$ cat src/rtl/cache_pkg.sv
// Shared cache types and width helpers.
// Used by cache_wb_dm and its line store.
package cache_pkg;

  localparam int WORD_W = 32;

  typedef enum logic [1:0] {
    IDLE,
    COMPARE,
    WRITEBACK,
    ALLOCATE
  } state_e;

  function automatic int tag_width(
    input int addr_w,
    input int sets,
    input int wpb
  );
    return addr_w - 2 - $clog2(sets) - $clog2(wpb);
  endfunction

endpackage

$ cat src/rtl/cache_line_store.sv
// Valid/dirty/tag/data arrays for a direct-mapped cache.
// One index shared by lookup, word merge and block fill.
module cache_line_store
  import cache_pkg::*;
#(
  parameter int NUM_SETS        = 4,
  parameter int WORDS_PER_BLOCK = 4,
  parameter int TAG_W           = 4,
  localparam int IDX_W   = $clog2(NUM_SETS),
  localparam int BLOCK_W = WORD_W * WORDS_PER_BLOCK
) (
  input  logic                       clk,
  input  logic                       rst_n,
  input  logic [IDX_W-1:0]           idx,
  input  logic [WORDS_PER_BLOCK-1:0] wr_mask,
  input  logic [BLOCK_W-1:0]         wr_block,
  input  logic                       set_dirty,
  input  logic                       clr_dirty,
  input  logic                       fill_en,
  input  logic [TAG_W-1:0]           fill_tag,
  input  logic [BLOCK_W-1:0]         fill_block,
  output logic                       rd_valid,
  output logic                       rd_dirty,
  output logic [TAG_W-1:0]           rd_tag,
  output logic [BLOCK_W-1:0]         rd_block
);

  logic [NUM_SETS-1:0] valid_q, valid_d;
  logic [NUM_SETS-1:0] dirty_q, dirty_d;
  logic [TAG_W-1:0]    tag_q  [NUM_SETS];
  logic [BLOCK_W-1:0]  data_q [NUM_SETS];
  logic [BLOCK_W-1:0]  blk_d;
  logic                data_we;

  assign rd_valid = valid_q[idx];
  assign rd_dirty = dirty_q[idx];
  assign rd_tag   = tag_q[idx];
  assign rd_block = data_q[idx];
  assign data_we  = fill_en | (|wr_mask);

  always_comb begin
    valid_d = valid_q;
    dirty_d = dirty_q;
    if (fill_en) valid_d[idx] = 1'b1;
    if (set_dirty) dirty_d[idx] = 1'b1;
    if (clr_dirty || fill_en) dirty_d[idx] = 1'b0;
  end

  // Word 0 sits in the most significant slot of the block.
  always_comb begin
    blk_d = fill_en ? fill_block : data_q[idx];
    if (!fill_en) begin
      for (int k = 0; k < WORDS_PER_BLOCK; k++) begin
        if (wr_mask[k]) begin
          blk_d[BLOCK_W-1-WORD_W*k -: WORD_W] =
            wr_block[BLOCK_W-1-WORD_W*k -: WORD_W];
        end
      end
    end
  end

  always_ff @(posedge clk or negedge rst_n) begin
    if (!rst_n) begin
      valid_q <= '0;
      dirty_q <= '0;
    end else begin
      valid_q <= valid_d;
      dirty_q <= dirty_d;
    end
  end

  always_ff @(posedge clk) begin
    if (data_we) data_q[idx] <= blk_d;
    if (fill_en) tag_q[idx] <= fill_tag;
  end

endmodule

$ cat src/rtl/cache_wb_dm.sv
// Direct-mapped write-back, write-allocate data cache.
// Optional counters: define CACHE_WB_DM_STATS_EN.
module cache_wb_dm
  import cache_pkg::*;
#(
  parameter int ADDR_W          = 10,
  parameter int NUM_SETS        = 4,
  parameter int WORDS_PER_BLOCK = 4,
  localparam int WOFF_W  = $clog2(WORDS_PER_BLOCK),
  localparam int IDX_W   = $clog2(NUM_SETS),
  localparam int TAG_W   = tag_width(ADDR_W, NUM_SETS, WORDS_PER_BLOCK),
  localparam int BLOCK_W = WORD_W * WORDS_PER_BLOCK,
  localparam int BADDR_W = TAG_W + IDX_W
) (
  input  logic               clk,
  input  logic               rst_n,
  input  logic               cpu_req,
  input  logic               cpu_we,
  input  logic [ADDR_W-1:0]  cpu_addr,
  input  logic [WORD_W-1:0]  cpu_wdata,
  output logic [WORD_W-1:0]  cpu_rdata,
  output logic               cpu_ready,
  output logic               cpu_hit,
  output logic               mem_req,
  output logic               mem_we,
  output logic [BADDR_W-1:0] mem_addr,
  output logic [BLOCK_W-1:0] mem_wdata,
  input  logic [BLOCK_W-1:0] mem_rdata,
  input  logic               mem_ack
`ifdef CACHE_WB_DM_STATS_EN
  ,
  output logic [31:0]        hit_cnt,
  output logic [31:0]        miss_cnt,
  output logic [31:0]        wb_cnt
`endif
);

  state_e state_q, state_d;
  logic [ADDR_W-3:0]    req_addr_q, req_addr_d;
  logic                 req_we_q, req_we_d;
  logic [WORD_W-1:0]    req_wdata_q, req_wdata_d;
  logic                 first_q, first_d;
  logic [WORD_W-1:0]    cpu_rdata_q, cpu_rdata_d;
  logic                 cpu_ready_q, cpu_ready_d;
  logic                 cpu_hit_q, cpu_hit_d;
  logic                 mem_req_q, mem_req_d;
  logic                 mem_we_q, mem_we_d;
  logic [BADDR_W-1:0]   mem_addr_q, mem_addr_d;
  logic [BLOCK_W-1:0]   mem_wdata_q, mem_wdata_d;

  logic [TAG_W-1:0]     req_tag;
  logic [IDX_W-1:0]     req_idx;
  logic [WOFF_W-1:0]    req_woff;
  logic                 rd_valid, rd_dirty, hit;
  logic [TAG_W-1:0]     rd_tag;
  logic [BLOCK_W-1:0]   rd_block;
  logic [WORD_W-1:0]    rd_word;
  logic [WORDS_PER_BLOCK-1:0] wr_mask;
  logic                 set_dirty, clr_dirty, fill_en;
  logic                 unused_bits;

  assign unused_bits = ^cpu_addr[1:0];
  assign req_tag  = req_addr_q[ADDR_W-3 -: TAG_W];
  assign req_idx  = req_addr_q[WOFF_W +: IDX_W];
  assign req_woff = req_addr_q[WOFF_W-1:0];
  assign hit      = rd_valid && (rd_tag == req_tag);

  cache_line_store #(
    .NUM_SETS        (NUM_SETS),
    .WORDS_PER_BLOCK (WORDS_PER_BLOCK),
    .TAG_W           (TAG_W)
  ) u_store (
    .clk        (clk),
    .rst_n      (rst_n),
    .idx        (req_idx),
    .wr_mask    (wr_mask),
    .wr_block   ({WORDS_PER_BLOCK{req_wdata_q}}),
    .set_dirty  (set_dirty),
    .clr_dirty  (clr_dirty),
    .fill_en    (fill_en),
    .fill_tag   (req_tag),
    .fill_block (mem_rdata),
    .rd_valid   (rd_valid),
    .rd_dirty   (rd_dirty),
    .rd_tag     (rd_tag),
    .rd_block   (rd_block)
  );

  always_comb begin
    rd_word = '0;
    for (int k = 0; k < WORDS_PER_BLOCK; k++) begin
      if (req_woff == k[WOFF_W-1:0]) begin
        rd_word = rd_block[BLOCK_W-1-WORD_W*k -: WORD_W];
      end
    end
  end

  always_comb begin
    state_d     = state_q;
    req_addr_d  = req_addr_q;
    req_we_d    = req_we_q;
    req_wdata_d = req_wdata_q;
    first_d     = first_q;
    cpu_rdata_d = cpu_rdata_q;
    cpu_ready_d = 1'b0;
    cpu_hit_d   = 1'b0;
    mem_req_d   = mem_req_q;
    mem_we_d    = mem_we_q;
    mem_addr_d  = mem_addr_q;
    mem_wdata_d = mem_wdata_q;
    wr_mask     = '0;
    set_dirty   = 1'b0;
    clr_dirty   = 1'b0;
    fill_en     = 1'b0;
    unique case (state_q)
      // The ready cycle itself is skipped so a held request isn't replayed.
      IDLE: begin
        if (cpu_req && !cpu_ready_q) begin
          req_addr_d  = cpu_addr[ADDR_W-1:2];
          req_we_d    = cpu_we;
          req_wdata_d = cpu_wdata;
          first_d     = 1'b1;
          state_d     = COMPARE;
        end
      end
      COMPARE: begin
        if (hit) begin
          if (req_we_q) begin
            for (int k = 0; k < WORDS_PER_BLOCK; k++) begin
              wr_mask[k] = (req_woff == k[WOFF_W-1:0]);
            end
            set_dirty = 1'b1;
          end else begin
            cpu_rdata_d = rd_word;
          end
          cpu_ready_d = 1'b1;
          cpu_hit_d   = first_q;
          state_d     = IDLE;
        end else begin
          first_d = 1'b0;
          if (rd_valid && rd_dirty) begin
            mem_req_d   = 1'b1;
            mem_we_d    = 1'b1;
            mem_addr_d  = {rd_tag, req_idx};
            mem_wdata_d = rd_block;
            state_d     = WRITEBACK;
          end else begin
            state_d = ALLOCATE;
          end
        end
      end
      WRITEBACK: begin
        if (mem_req_q && mem_ack) begin
          clr_dirty = 1'b1;
          mem_req_d = 1'b0;
          state_d   = ALLOCATE;
        end
      end
      ALLOCATE: begin
        if (!mem_req_q) begin
          mem_req_d  = 1'b1;
          mem_we_d   = 1'b0;
          mem_addr_d = {req_tag, req_idx};
        end else if (mem_ack) begin
          fill_en   = 1'b1;
          mem_req_d = 1'b0;
          state_d   = COMPARE;
        end
      end
      default: state_d = IDLE;
    endcase
  end

  always_ff @(posedge clk or negedge rst_n) begin
    if (!rst_n) begin
      state_q     <= IDLE;
      req_addr_q  <= '0;
      req_we_q    <= 1'b0;
      req_wdata_q <= '0;
      first_q     <= 1'b0;
      cpu_rdata_q <= '0;
      cpu_ready_q <= 1'b0;
      cpu_hit_q   <= 1'b0;
      mem_req_q   <= 1'b0;
      mem_we_q    <= 1'b0;
      mem_addr_q  <= '0;
      mem_wdata_q <= '0;
    end else begin
      state_q     <= state_d;
      req_addr_q  <= req_addr_d;
      req_we_q    <= req_we_d;
      req_wdata_q <= req_wdata_d;
      first_q     <= first_d;
      cpu_rdata_q <= cpu_rdata_d;
      cpu_ready_q <= cpu_ready_d;
      cpu_hit_q   <= cpu_hit_d;
      mem_req_q   <= mem_req_d;
      mem_we_q    <= mem_we_d;
      mem_addr_q  <= mem_addr_d;
      mem_wdata_q <= mem_wdata_d;
    end
  end

  assign cpu_rdata = cpu_rdata_q;
  assign cpu_ready = cpu_ready_q;
  assign cpu_hit   = cpu_hit_q;
  assign mem_req   = mem_req_q;
  assign mem_we    = mem_we_q;
  assign mem_addr  = mem_addr_q;
  assign mem_wdata = mem_wdata_q;

`ifdef CACHE_WB_DM_STATS_EN
  logic [31:0] hit_cnt_q, hit_cnt_d;
  logic [31:0] miss_cnt_q, miss_cnt_d;
  logic [31:0] wb_cnt_q, wb_cnt_d;

  always_comb begin
    hit_cnt_d  = hit_cnt_q;
    miss_cnt_d = miss_cnt_q;
    wb_cnt_d   = wb_cnt_q;
    if (cpu_ready_d && cpu_hit_d && hit_cnt_q != '1)
      hit_cnt_d = hit_cnt_q + 32'd1;
    if (state_q == COMPARE && !hit && miss_cnt_q != '1)
      miss_cnt_d = miss_cnt_q + 32'd1;
    if (state_q == WRITEBACK && mem_req_q && mem_ack && wb_cnt_q != '1)
      wb_cnt_d = wb_cnt_q + 32'd1;
  end

  always_ff @(posedge clk or negedge rst_n) begin
    if (!rst_n) begin
      hit_cnt_q  <= '0;
      miss_cnt_q <= '0;
      wb_cnt_q   <= '0;
    end else begin
      hit_cnt_q  <= hit_cnt_d;
      miss_cnt_q <= miss_cnt_d;
      wb_cnt_q   <= wb_cnt_d;
    end
  end

  assign hit_cnt  = hit_cnt_q;
  assign miss_cnt = miss_cnt_q;
  assign wb_cnt   = wb_cnt_q;
`endif

endmodule

$ cat config.mk
export PLATFORM = sky130hd
export DESIGN_NAME = cache_wb_dm
export DESIGN_NICKNAME = d
export VERILOG_FILES = /design/src/rtl/cache_pkg.sv /design/src/rtl/cache_line_store.sv /design/src/rtl/cache_wb_dm.sv
export SDC_FILE = /design/constraint.sdc
export NUM_CORES = 1
export LEC_CHECK = 0
export BUFFER_PORTS_ARGS = -buffer_cell sky130_fd_sc_hd__buf_2
export CORE_ASPECT_RATIO = 1.75
export CORE_MARGIN = 5
export CORE_UTILIZATION = 55
export CTS_BUF_LIST = sky130_fd_sc_hd__clkbuf_4 sky130_fd_sc_hd__clkbuf_8 sky130_fd_sc_hd__clkbuf_16
export CTS_CLUSTER_SIZE = 28
export DETAILED_ROUTE_END_ITERATION = 10
export GPL_TIMING_DRIVEN = 0
export PLACE_DENSITY = 0.75
export SLEW_MARGIN = 20
export SYNTH_ARGS = -nofsm -noshare
export SYNTH_HDL_FRONTEND = slang
export SYNTH_HIERARCHICAL = 1
export SYNTH_SLANG_ARGS = --single-unit
export TNS_END_PERCENT = 100
$ cat constraint.sdc
create_clock -name clk -period 32.6 [get_ports clk]
set_input_delay 4.89 -clock clk [delete_from_list [all_inputs] [get_ports clk]]
set_output_delay 4.89 -clock clk [all_outputs]
set_load 0.02 [all_outputs]
==> impl_metrics.ini <==
[flow_run]
cap_violations = 0

[synthesis]
synth_largest_area_cell = edfxtp_1
yosys_warnings = 6
netlist.area_leader.share_pct = 49.9
ys_ff_latch = 750
syn_inst = 1708
synthFlopType = edfxtp_1
synth_area_sq_um = 31800
synth_most_common_cell = edfxtp_1
synth_common_cells = 528 x edfxtp_1, 222 x dfrtp_1, 166 x mux4_2, 131 x and3b_1, 126 x and2_1
syn_nets = 1887
synth.avg_cell_area_sq_um = 18.6
synth_cell_types = 47
seq_area_frac_synth_pct = 67.4
synth_edf_count = 528
async_reset_ff_share_pct = 29.6
synthTopCellsByArea = edfxtp_1 50%, dfrtp_1 17%, mux4_2 12%

[cts]
clkLatencyLatePin_ns = 0.61
cts_setup_buffers = 0
cts-buffers-inserted = 68
cts_max_path_buffers = 3
cts_resized = 0
cts.sinks = 750
cts-root-buf = clkbuf_16
path_clk_slew_ns = 0.06
cts_tree = built
hold_buffers = 0
htreeDepth = 3

[setup_path]
cp_max_fo = 13
critical_path_arrival_ns = 8.96
required_ns = 32.89
worstSetupStartpointType = input pin
worstReg2RegStart = req_addr_q[3]$_DFFE_PN0P_
endpoint_kind = register
r2r_setup_slack_ns = 26.22
critical_path_class = in -> reg
rr_endpoint = u_store/data_q[0][18]$_DFFE_PP_
rr_worst_depth = 14

[floorplan]
num_rows = 116
pin_count = 345
coreArea_sq_um = 57200
die_x_microns = 192
start_util_pct = 55.6
fp.dieH_microns = 328
die-area_sq_um = 62900

[worst_hold_path]
min_delay_worst_endpoint = u_store/valid_q[3]$_DFFE_PN0P_
min_path_type = reg -> reg
min-delay-start = u_store/valid_q[3]$_DFFE_PN0P_
whs_path_depth = 1

[finish]
fill_cells = 4054
fin_area_sq_um = 37600
layout.nets = 2336
area_growth_pct = 18.3
final_cells = 2977
register_area_sq_um = 21400
drive_gt1_share_pct = 36.9
antennaDiodeCount = 0
multi_input_area_sq_um = 9730

[sta]
setup_tns_ns = 0
setup_slack_ns = 23.93
rsz0062_at_grt = false
hold_ws_ns = 0.469
fmax_mhz = 115
finalMaxSlewViolations = 0
finalCriticalPeriod_ns = 8.67
final-setup-viol-count = 0
slew-limit-headroom_pct = 28.8
worst_pin_slew_ns = 1.07
min_period_over_period_pct = 26.6
hold_viol_final = 0
clock_skew_ns = 0.0320

[placement]
place_ws_ns = 23.29
port_buffers = 342
gp_congestion = 0.809
dp.cells = 2854
dpl_cell_area_sq_um = 35300
dp_hpwl_microns = 66300

[drt]
routed_wl_microns = 91400
vias = 18800
ant_nets = 0
post_drt_via_cell_ratio = 6.32
wl_per_cell_microns = 30.7
firstDrtPassIters = 5
drc = 0
first_iter_violations = 1795

[pwr]
powerDensity_nw_per_um2 = 96.8
vdd_ir_drop_max_uv = 65.8
leakage_nw = 15.6
p_clk_share_pct = 22.3
p_sw_w = 0.00125
p_seq_share_pct = 40.2
sw_frac_of_total_pct = 34.3
p_int_w = 0.00239
combPwrFrac_pct = 37.5

[grt]
grt_pass1_wl_microns = 133000
antenna_found_initial = 2
globalRouteOverflowTotal = 0
grt_max_degree = 92
first_global_vias = 19900
grt_use_total_pct = 29.2

[outcome]
status = finished clean
## stage by stage
stage | power (W) | util [%]
after detailed placement | 0.00284 | 61.8
after floorplan | 0.00234 | -
final | 0.00364 | 65.7
after global placement | 0.00279 | 60.2
after CTS | 0.00365 | 65.7
after global routing | 0.00378 | 65.7
## critical path, cell delays in order
cell and delay [ns]:
buf_2 0.11, and3_1 0.44, clkbuf_1 0.51, clkbuf_1 0.63
inv_1 0.36, a211oi_4 0.87, buf_8 0.26, buf_6 0.21
buf_6 0.21, buf_6 0.21, buf_6 0.20
## sequential cells by signal, indices dropped and copies added (netlist names), 2 cells and up
signal           count
cpu_rdata           32
u_store/data_q     512
req_addr_q           8
mem_addr             6
mem_wdata          128
state_q              2
u_store/valid_q      4
u_store/tag_q       16
req_wdata_q         32
u_store/dirty_q      4
## worst max-delay path by stage
stage | start | end | depth (start not counted)
2_1_floorplan | mem_ack | u_store/data_q[0][0]$_DFFE_PP_ | 5
3_3_place_gp | mem_ack | u_store/data_q[0][79]$_DFFE_PP_ | 6
3_5_place_dp | mem_ack | u_store/data_q[0][79]$_DFFE_PP_ | 11
4_1_cts | mem_ack | u_store/data_q[0][112]$_DFFE_PP_ | 11
5_1_grt | mem_ack | u_store/data_q[0][80]$_DFFE_PP_ | 11
6_report | mem_ack | u_store/data_q[0][18]$_DFFE_PP_ | 11
## cell usage in the layout (no fill, tap or decap), types with 5 or more instances in the layout
master	Yosys	final
edfxtp_1	528	528
and3b_1	131	131
mux4_2	166	166
o21ai_0	5	5
clkbuf_4	0	11
dfrtp_1	222	222
clkinv_1	0	10
mux2_1	104	104
buf_4	5	5
nand2_1	6	6
clkbuf_1	63	63
bufinv_16	0	6
nor2_1	8	8
a211o_1	124	124
buf_6	27	35
buf_8	0	6
buf_2	7	348
clkbuf_16	0	71
buf_16	0	24
and2_1	126	126
clkinv_2	0	15
inv_1	8	8
buf_1	14	14
mux2_2	107	107
## layer usage
| metal | GRT usage [%] | routed length [microns] |
|---|---|---|
| met2 | 49.5 | 47100 |
| met5 | 0 | 30 |
| met4 | 13.0 | 4420 |
| met3 | 6.26 | 7900 |
| met1 | 36.2 | 32000 |
## power by group through the flow
stage               Combinational, W  Clock [W]  Sequential, W
finish                       0.00136   0.000811        0.00146
global route                 0.00144   0.000860        0.00148
CTS                          0.00137   0.000821        0.00146
detailed placement           0.00136          0        0.00148
global placement             0.00129          0        0.00151
floorplan                   0.000771          0        0.00157
## final cells by class
class	count	share of cell area [%]
plain buffers	116	1.77
clock buffers	85	5.06
clock inverters	38	0.928
inverters	8	0.0799
multi-input cells	834	25.9
flip-flops and latches	750	56.9
well taps	767	2.55
repair buffers	379	6.78
## kinds of logic (layout without fill, tap and decap cells)
logic type	Yosys count	after routing	share of synthesized area [%]
fa+ha+maj	4	4	0.157
xor+xnor	4	4	0.110
mux	378	378	19.3
flops	750	750	67.4
buf+inv	124	626	2.19
compound gates	154	154	4.12
simple gates	294	294	6.79
(Power assumes the default switching activity.)
